--- config.mk ---
export PLATFORM = sky130hd
export DESIGN_NAME = adder_entry_fsm
export DESIGN_NICKNAME = d
export VERILOG_FILES = /design/src/rtl/adder_entry_fsm.sv
export SDC_FILE = /design/constraint.sdc
export NUM_CORES = 1
export LEC_CHECK = 0
export ABC_AREA = 0
export BUFFER_PORTS_ARGS = -buffer_cell sky130_fd_sc_hd__buf_4
export CORE_ASPECT_RATIO = 1.75
export CORE_MARGIN = 2
export CORE_UTILIZATION = 45
export CTS_BUF_LIST = sky130_fd_sc_hd__clkbuf_8
export DETAILED_ROUTE_END_ITERATION = 10
export GPL_ROUTABILITY_DRIVEN = 1
export PLACE_DENSITY = 0.71
export SYNTH_ARGS = -nofsm -noshare
export SYNTH_HDL_FRONTEND = slang
export SYNTH_SLANG_ARGS = --single-unit
export TNS_END_PERCENT = 5
--- constraint.sdc ---
create_clock -name clock -period 4.6 [get_ports clock]
set_clock_uncertainty 0.15 [all_clocks]
set_input_delay 0.23 -clock clock [delete_from_list [all_inputs] [get_ports clock]]
set_output_delay 0.23 -clock clock [all_outputs]
set_load 0.02 [all_outputs]
--- src/rtl/adder_entry_fsm.sv ---
// Two-operand entry controller: successive step pulses capture A then B from the switches,
// then one ADD cycle registers A+B with carry/overflow and holds it for display until the next step.
module adder_entry_fsm #(
    parameter int unsigned WIDTH = 4,
    parameter int unsigned CNT_W = 4
) (
    input  logic             clock,
    input  logic             reset,
    input  logic             step,
    input  logic             clr,
    input  logic [WIDTH-1:0] sw,
    output logic [WIDTH-1:0] a_out,
    output logic [WIDTH-1:0] b_out,
    output logic [WIDTH:0]   sum_out,
    output logic             carry_out,
    output logic             ovf_out,
    output logic             sum_valid,
    output logic [1:0]       state_out,
    output logic [CNT_W-1:0] op_count
);

    localparam logic [1:0] st_idle   = 2'd0;
    localparam logic [1:0] st_have_a = 2'd1;
    localparam logic [1:0] st_add    = 2'd2;
    localparam logic [1:0] st_show   = 2'd3;

    logic [1:0]       state_q, state_d;
    logic [WIDTH-1:0] a_q, a_d;
    logic [WIDTH-1:0] b_q, b_d;
    logic [WIDTH:0]   sum_q, sum_d;
    logic             ovf_q, ovf_d;
    logic             valid_q, valid_d;
    logic [CNT_W-1:0] cnt_q, cnt_d;

    logic [WIDTH:0]   add_res;
    logic             add_ovf;

    // Signed overflow: operands share a sign that the truncated result does not.
    assign add_res = {1'b0, a_q} + {1'b0, b_q};
    assign add_ovf = (a_q[WIDTH-1] == b_q[WIDTH-1]) && (add_res[WIDTH-1] != a_q[WIDTH-1]);

    always_comb begin
        state_d = state_q;
        a_d     = a_q;
        b_d     = b_q;
        sum_d   = sum_q;
        ovf_d   = ovf_q;
        valid_d = valid_q;
        cnt_d   = cnt_q;

        if (clr) begin
            // Clear drops any in-flight entry but keeps the completed-operation tally.
            state_d = st_idle;
            a_d     = '0;
            b_d     = '0;
            sum_d   = '0;
            ovf_d   = 1'b0;
            valid_d = 1'b0;
        end else begin
            case (state_q)
                st_idle: begin
                    if (step) begin
                        a_d     = sw;
                        state_d = st_have_a;
                    end
                end
                st_have_a: begin
                    if (step) begin
                        b_d     = sw;
                        state_d = st_add;
                    end
                end
                st_add: begin
                    sum_d   = add_res;
                    ovf_d   = add_ovf;
                    valid_d = 1'b1;
                    cnt_d   = cnt_q + 1'b1;
                    state_d = st_show;
                end
                st_show: begin
                    if (step) begin
                        valid_d = 1'b0;
                        ovf_d   = 1'b0;
                        state_d = st_idle;
                    end
                end
                default: state_d = st_idle;
            endcase
        end
    end

    always_ff @(posedge clock) begin
        if (!reset) begin
            state_q <= st_idle;
            a_q     <= '0;
            b_q     <= '0;
            sum_q   <= '0;
            ovf_q   <= 1'b0;
            valid_q <= 1'b0;
            cnt_q   <= '0;
        end else begin
            state_q <= state_d;
            a_q     <= a_d;
            b_q     <= b_d;
            sum_q   <= sum_d;
            ovf_q   <= ovf_d;
            valid_q <= valid_d;
            cnt_q   <= cnt_d;
        end
    end

    assign a_out     = a_q;
    assign b_out     = b_q;
    assign sum_out   = sum_q;
    assign carry_out = sum_q[WIDTH];
    assign ovf_out   = ovf_q;
    assign sum_valid = valid_q;
    assign state_out = state_q;
    assign op_count  = cnt_q;

endmodule
After elaboration in Yosys (flattened, before gate mapping) --
Index checks and enable logic that the tools add are counted.
Operators by class: $add $sub $neg 2, equality and inequality tests 8, multiplexer cells 7, bitwise operators 2, reductions and logical operators 9
Operator list (number):
- case mux 2 bit (4 select lines) | 1
- AND reduction 2 bit | 4
- two-way mux 2 bit | 3
- inequality test 2 bit, second input constant | 3
- adder 4 x 4 -> 5 bit | 1
- adder 4 x 1 -> 4 bit, second input constant | 1
- equality test 2 bit, second input constant | 2
- case mux 1 bit (2 select lines) | 2
- AND reduction 3 bit | 1
- equality test 2 x 1 -> 1 bit, second input constant | 1
- logical NOT 2 bit | 1
- inverter 1 bit | 2
- nonzero test 2 bit | 1
- OR reduction 2 bit | 1
- equality test 1 bit | 1
- logical AND 1 bit | 1
- two-way mux 1 bit | 1
- inequality test 1 bit | 1
Word-level totals: register bits after elaboration 21, input bits 8, output and inout bits 22

Depth between registers and ports, before layout --
word-level depth 4, mapped depth 6, mapped depth without buffers 6

Worst setup path after synthesis --
OpenSTA, ideal clock, no wires.
kind reg-to-reg, from reg b_q[0], in the netlist b_out[0], to reg sum_q[4], in the netlist sum_out[4], setup time 0.091 ns, arrival time 1.470 ns, data required time 4.359 ns, slack 2.889 ns, cell stages (with the launch flop) 7, path buffers 0, cell sequence dfxtp_1 ha_1 inv_1 fa_1 nor2b_1 o21ai_1 a311oi_1
Between the ends: cells in the longest elaborated chain, start to end 1
Ends and longest elaborated chain:
- start, declared | RTL line 29 | logic [WIDTH-1:0] b_q, b_d;
- start signal, assigned | RTL line 96 | b_q <= '0;
- start signal, assigned | RTL line 104 | b_q <= b_d;
- adder 4 x 4 -> 5 bit | RTL line 39 | assign add_res = {1'b0, a_q} + {1'b0, b_q};
- end signal, assigned | RTL line 105 | sum_q <= sum_d;
- end, declared | RTL line 30 | logic [WIDTH:0] sum_q, sum_d;
Every way passes these cells. A chain may end at the register's enable or synchronous reset.

Worst setup path in the final report --
from reg state_q[0], in the netlist state_out[0], to reg ovf_q, in the netlist ovf_out
Between the ends: cells in the longest elaborated chain, start to end 3
Ends and longest elaborated chain:
- start, declared | RTL line 27 | logic [1:0] state_q, state_d;
- start signal, assigned | RTL line 94 | state_q <= st_idle;
- start signal, assigned | RTL line 102 | state_q <= state_d;
- equality test 2 bit | RTL line 60 | case (state_q)
- inequality test 2 bit (no line) / nonzero test 2 bit (equally long branches)
- AND reduction 2 bit (no line)
- end signal, assigned | RTL line 106 | ovf_q <= ovf_d;
- end, declared | RTL line 31 | logic ovf_q, ovf_d;
Several ways; a longest one is shown, not always the timed one.

==> metrics.md <==
| Metric | Value |
|---|---|
| Layout cell share with drive strength beyond 1 | `26.1%` |
| Die W | `40.5 um` |
| Floorplan row count | `23` |
| Cts repair resizes | `0` |
| PwrDens | `259 nW/um^2` |
| Final Instance Count excl. Fillers | `167` |
| Vias/cell | `5.13` |
| ANT nets after route | `0` |
| Reg2reg setup slack | `2.77 ns` |
| Yosys warning count | `0` |
| Final min period | `1.83 ns` |
| Setup Crit Path Kind | `flop to flop` |
| Worst slew margin relative to its limit | `48.9%` |
| CTS Buffer Depth | `2` |
| Sum Neg Setup Slack | `0 ns` |
| Most used flip-flop cell after synthesis | `dfxtp_1` |
| CTS tree | `built` |
| Post-synthesis cell type count | `33` |
| Post-CTS Hold Buffers | `0` |
| Endpoints failing setup | `0` |
| CP Cell Sequence | `inv_1 > ha_1 > nor2b_2 > or3b_1 > o22ai_1` |
| Gr busiest metal | `met2` |
| HP Class | `input pin to flop` |
| Post-synth EDFFs | `0` |
| GPL Wtd Cong | `0.755` |
| GRT Resource Usage Total | `16.3%` |
| Count of final max-slew check failures | `0` |
| CP delay by family, top | `simple AND/OR/NAND/NOR gates` |
| Starting Density | `46.8%` |
| Grt ovf | `0` |
| M3 GR Usage | `2.27%` |
| Cell area after layout | `1310 um^2` |
| Mapped cell area | `1050 um^2` |
| Crit path DAT | `1.86 ns` |
| Die Ht | `67.9 um` |
| Initial drt markers | `11` |
| Critical path endpoint category | `flop` |
| Status | `finished clean` |
| Peak VDD IR | `182 uV` |
| Max stage delay on crit path | `0.43 ns` |
| First-pass GRT wire length | `3180 um` |
| Area growth syn-to-layout | `25.1%` |
| Critical path buffers and inverters | `1` |
| Synth Instances | `114` |
| Nets | `162` |
| Wire length per cell | `12.0 um` |
| Largest net degree at the start of global routing | `21` |
| Ports | `30` |
| Max Cap Viol | `0` |
| Core box area | `2240 um^2` |
| M2 GR Usage | `28.4%` |
| Placed cells | `163` |
| TritonCTS buffer count | `3` |
| Max Fclk | `547 MHz` |
| Critical Path Slowest Stage Cell | `ha_1` |
| Ys async rst share | `0%` |
| # port buffers | `29` |
| Sequential-to-total area share from yosys stat | `40.0%` |
| Leakage | `0.568 nW` |
| RSZ-0062 raised after global routing | `false` |
| GRT met1 Usage | `18.8%` |
| Total clock sinks | `21` |
| Crit Path Max Fanout | `12` |
| Hold Vio Cnt, Final | `0` |
| Clock transition at the registers of the reported paths | `0.08 ns` |
| Startpoint Class | `flop` |
| Number of global-route vias before repair | `774` |
| Worst Path Required | `4.63 ns` |
| Synthesized flop and latch total | `21` |
| Post-CTS setup buffer count | `0` |
| Placed wire-length estimate | `1590 um` |
| First-pass DRT Iterations | `2` |
| Die area | `2750 um^2` |
| DP Area | `1270 um^2` |
| Vias | `857` |
| Antenna violations before repair | `0` |
| Routed wire length | `2000 um` |
| Worst-Margin Slew | `0.766 ns` |
| DRC viols | `0` |
| CTS Root Cell | `clkbuf_8` |
| H-tree Lvls | `1` |
| Clock insertion delay at the later pin of the skew report | `0.25 ns` |
| Average size of a mapped cell | `9.21 um^2` |
| Antenna fix cells | `0` |
| Net Count, Synth | `133` |
| Fin crit share | `39.7%` |
| Tot Pwr | `0.340 mW` |
routing by layer:
| layer | wire, um | up-vias |
|---|---|---|
| li1 | - | 445 |
| met1 | 789 | 393 |
| met2 | 1090 | 17 |
| met3 | 109 | 2 |
| met4 | 14 | 0 |
| met5 | 0 | - |
layout by cell type, fill, tap and decap left out:
cell      synthesis  routed
o21ai_0           1       1
a211o_1           1       1
nor3b_1           1       1
nor4b_2           1       1
xnor2_1           3       3
and2_1            3       3
fa_1              1       1
or3b_1            1       1
o21ai_1           1       1
clkbuf_8          0       3
a211oi_1          3       3
ha_1             10      10
nor2_1            6       6
a311oi_1          1       1
inv_1             6       7
nand2_1          14      14
a21o_1            1       1
nand4_1           1       1
nand3_1           8       8
nor2b_1           2       2
nor3_1            1       1
o22ai_1           1       1
and2b_1           1       1
nor2b_2           1       1
dfxtp_1          21      21
a21oi_1          10      10
mux2i_1           3       3
buf_4             2      29
nor3_2            1       1
xor2_1            2       2
nand2b_1          1       1
nor2_2            1       1
a21oi_4           1       1
sequential cells by signal, summed over array words and instances, names as in the netlist:
name / cells
ovf_out: 1
sum_out: 5
b_out: 4
op_count: 4
state_out: 2
sum_valid: 1
a_out: 4
where the power goes:
group	internal (mW)	total, mW	switching, mW
clock	0.0594	0.117	0.0581
combinational	0.0145	0.0355	0.0210
sequential	0.184	0.187	0.00255
worst paths after layout:
| check | depth (start not counted) | from | end |
|---|---|---|---|
| hold reg to reg | 2 | ovf_out | ovf_out |
| hold / removal | 2 | reset | op_count[3] |
| setup reg to reg | 5 | state_out[0] | ovf_out |
| setup / recovery | 5 | state_out[0] | ovf_out |
cells in the mapped netlist (2+ instances only):
cell type	instances	share of area, %
nand2_1	14	5.0
xor2_1	2	1.7
nand3_1	8	3.8
xnor2_1	3	2.5
dfxtp_1	21	40
mux2i_1	3	2.9
nor2b_1	2	1.2
a21oi_1	10	4.8
buf_4	2	1.4
ha_1	10	12
and2_1	3	1.8
buf_2	3	1.4
inv_1	6	2.1
a211oi_1	3	2.1
nor2_1	6	2.1
worst reg2reg max path: stages (launching register included):
cell     delay (ns)
dfxtp_1        0.34
inv_1          0.12
ha_1           0.43
nor2b_2        0.26
or3b_1         0.35
o22ai_1        0.11
cells by family after synthesis:
family                   Yosys count  share of synthesized area [%]
AND/OR/NAND/NOR                   43                           21.7
XOR/XNOR                           5                           4.17
flip-flops                        21                           40.0
multiplexers                       3                           2.86
buffers and inverters             11                           5.00
adder cells (fa/ha/maj)           11                           13.8
AO/OA/AOI/OAI                     20                           12.4
stage by stage:
stage,setup WS [ns],util [%],hold WS (ns)
final,2.77,58.5,0.0581
after global routing,2.57,58.5,0.0577
after CTS,2.73,58.5,0.0529
after detailed placement,2.75,56.5,0.322
after global placement,2.81,56.5,0.307
after floorplan,2.89,-,0.202
cell type report:
type,count,area (um^2)
fillers,216,931
multi-input cells,82,577
flip-flops and latches,21,420
repair buffers,29,218
clock buffers,3,41.3
well taps,25,31.3
inverters,6,22.5
clock inverters,1,3.75
No activity file was read; power rests on OpenSTA's default activity.
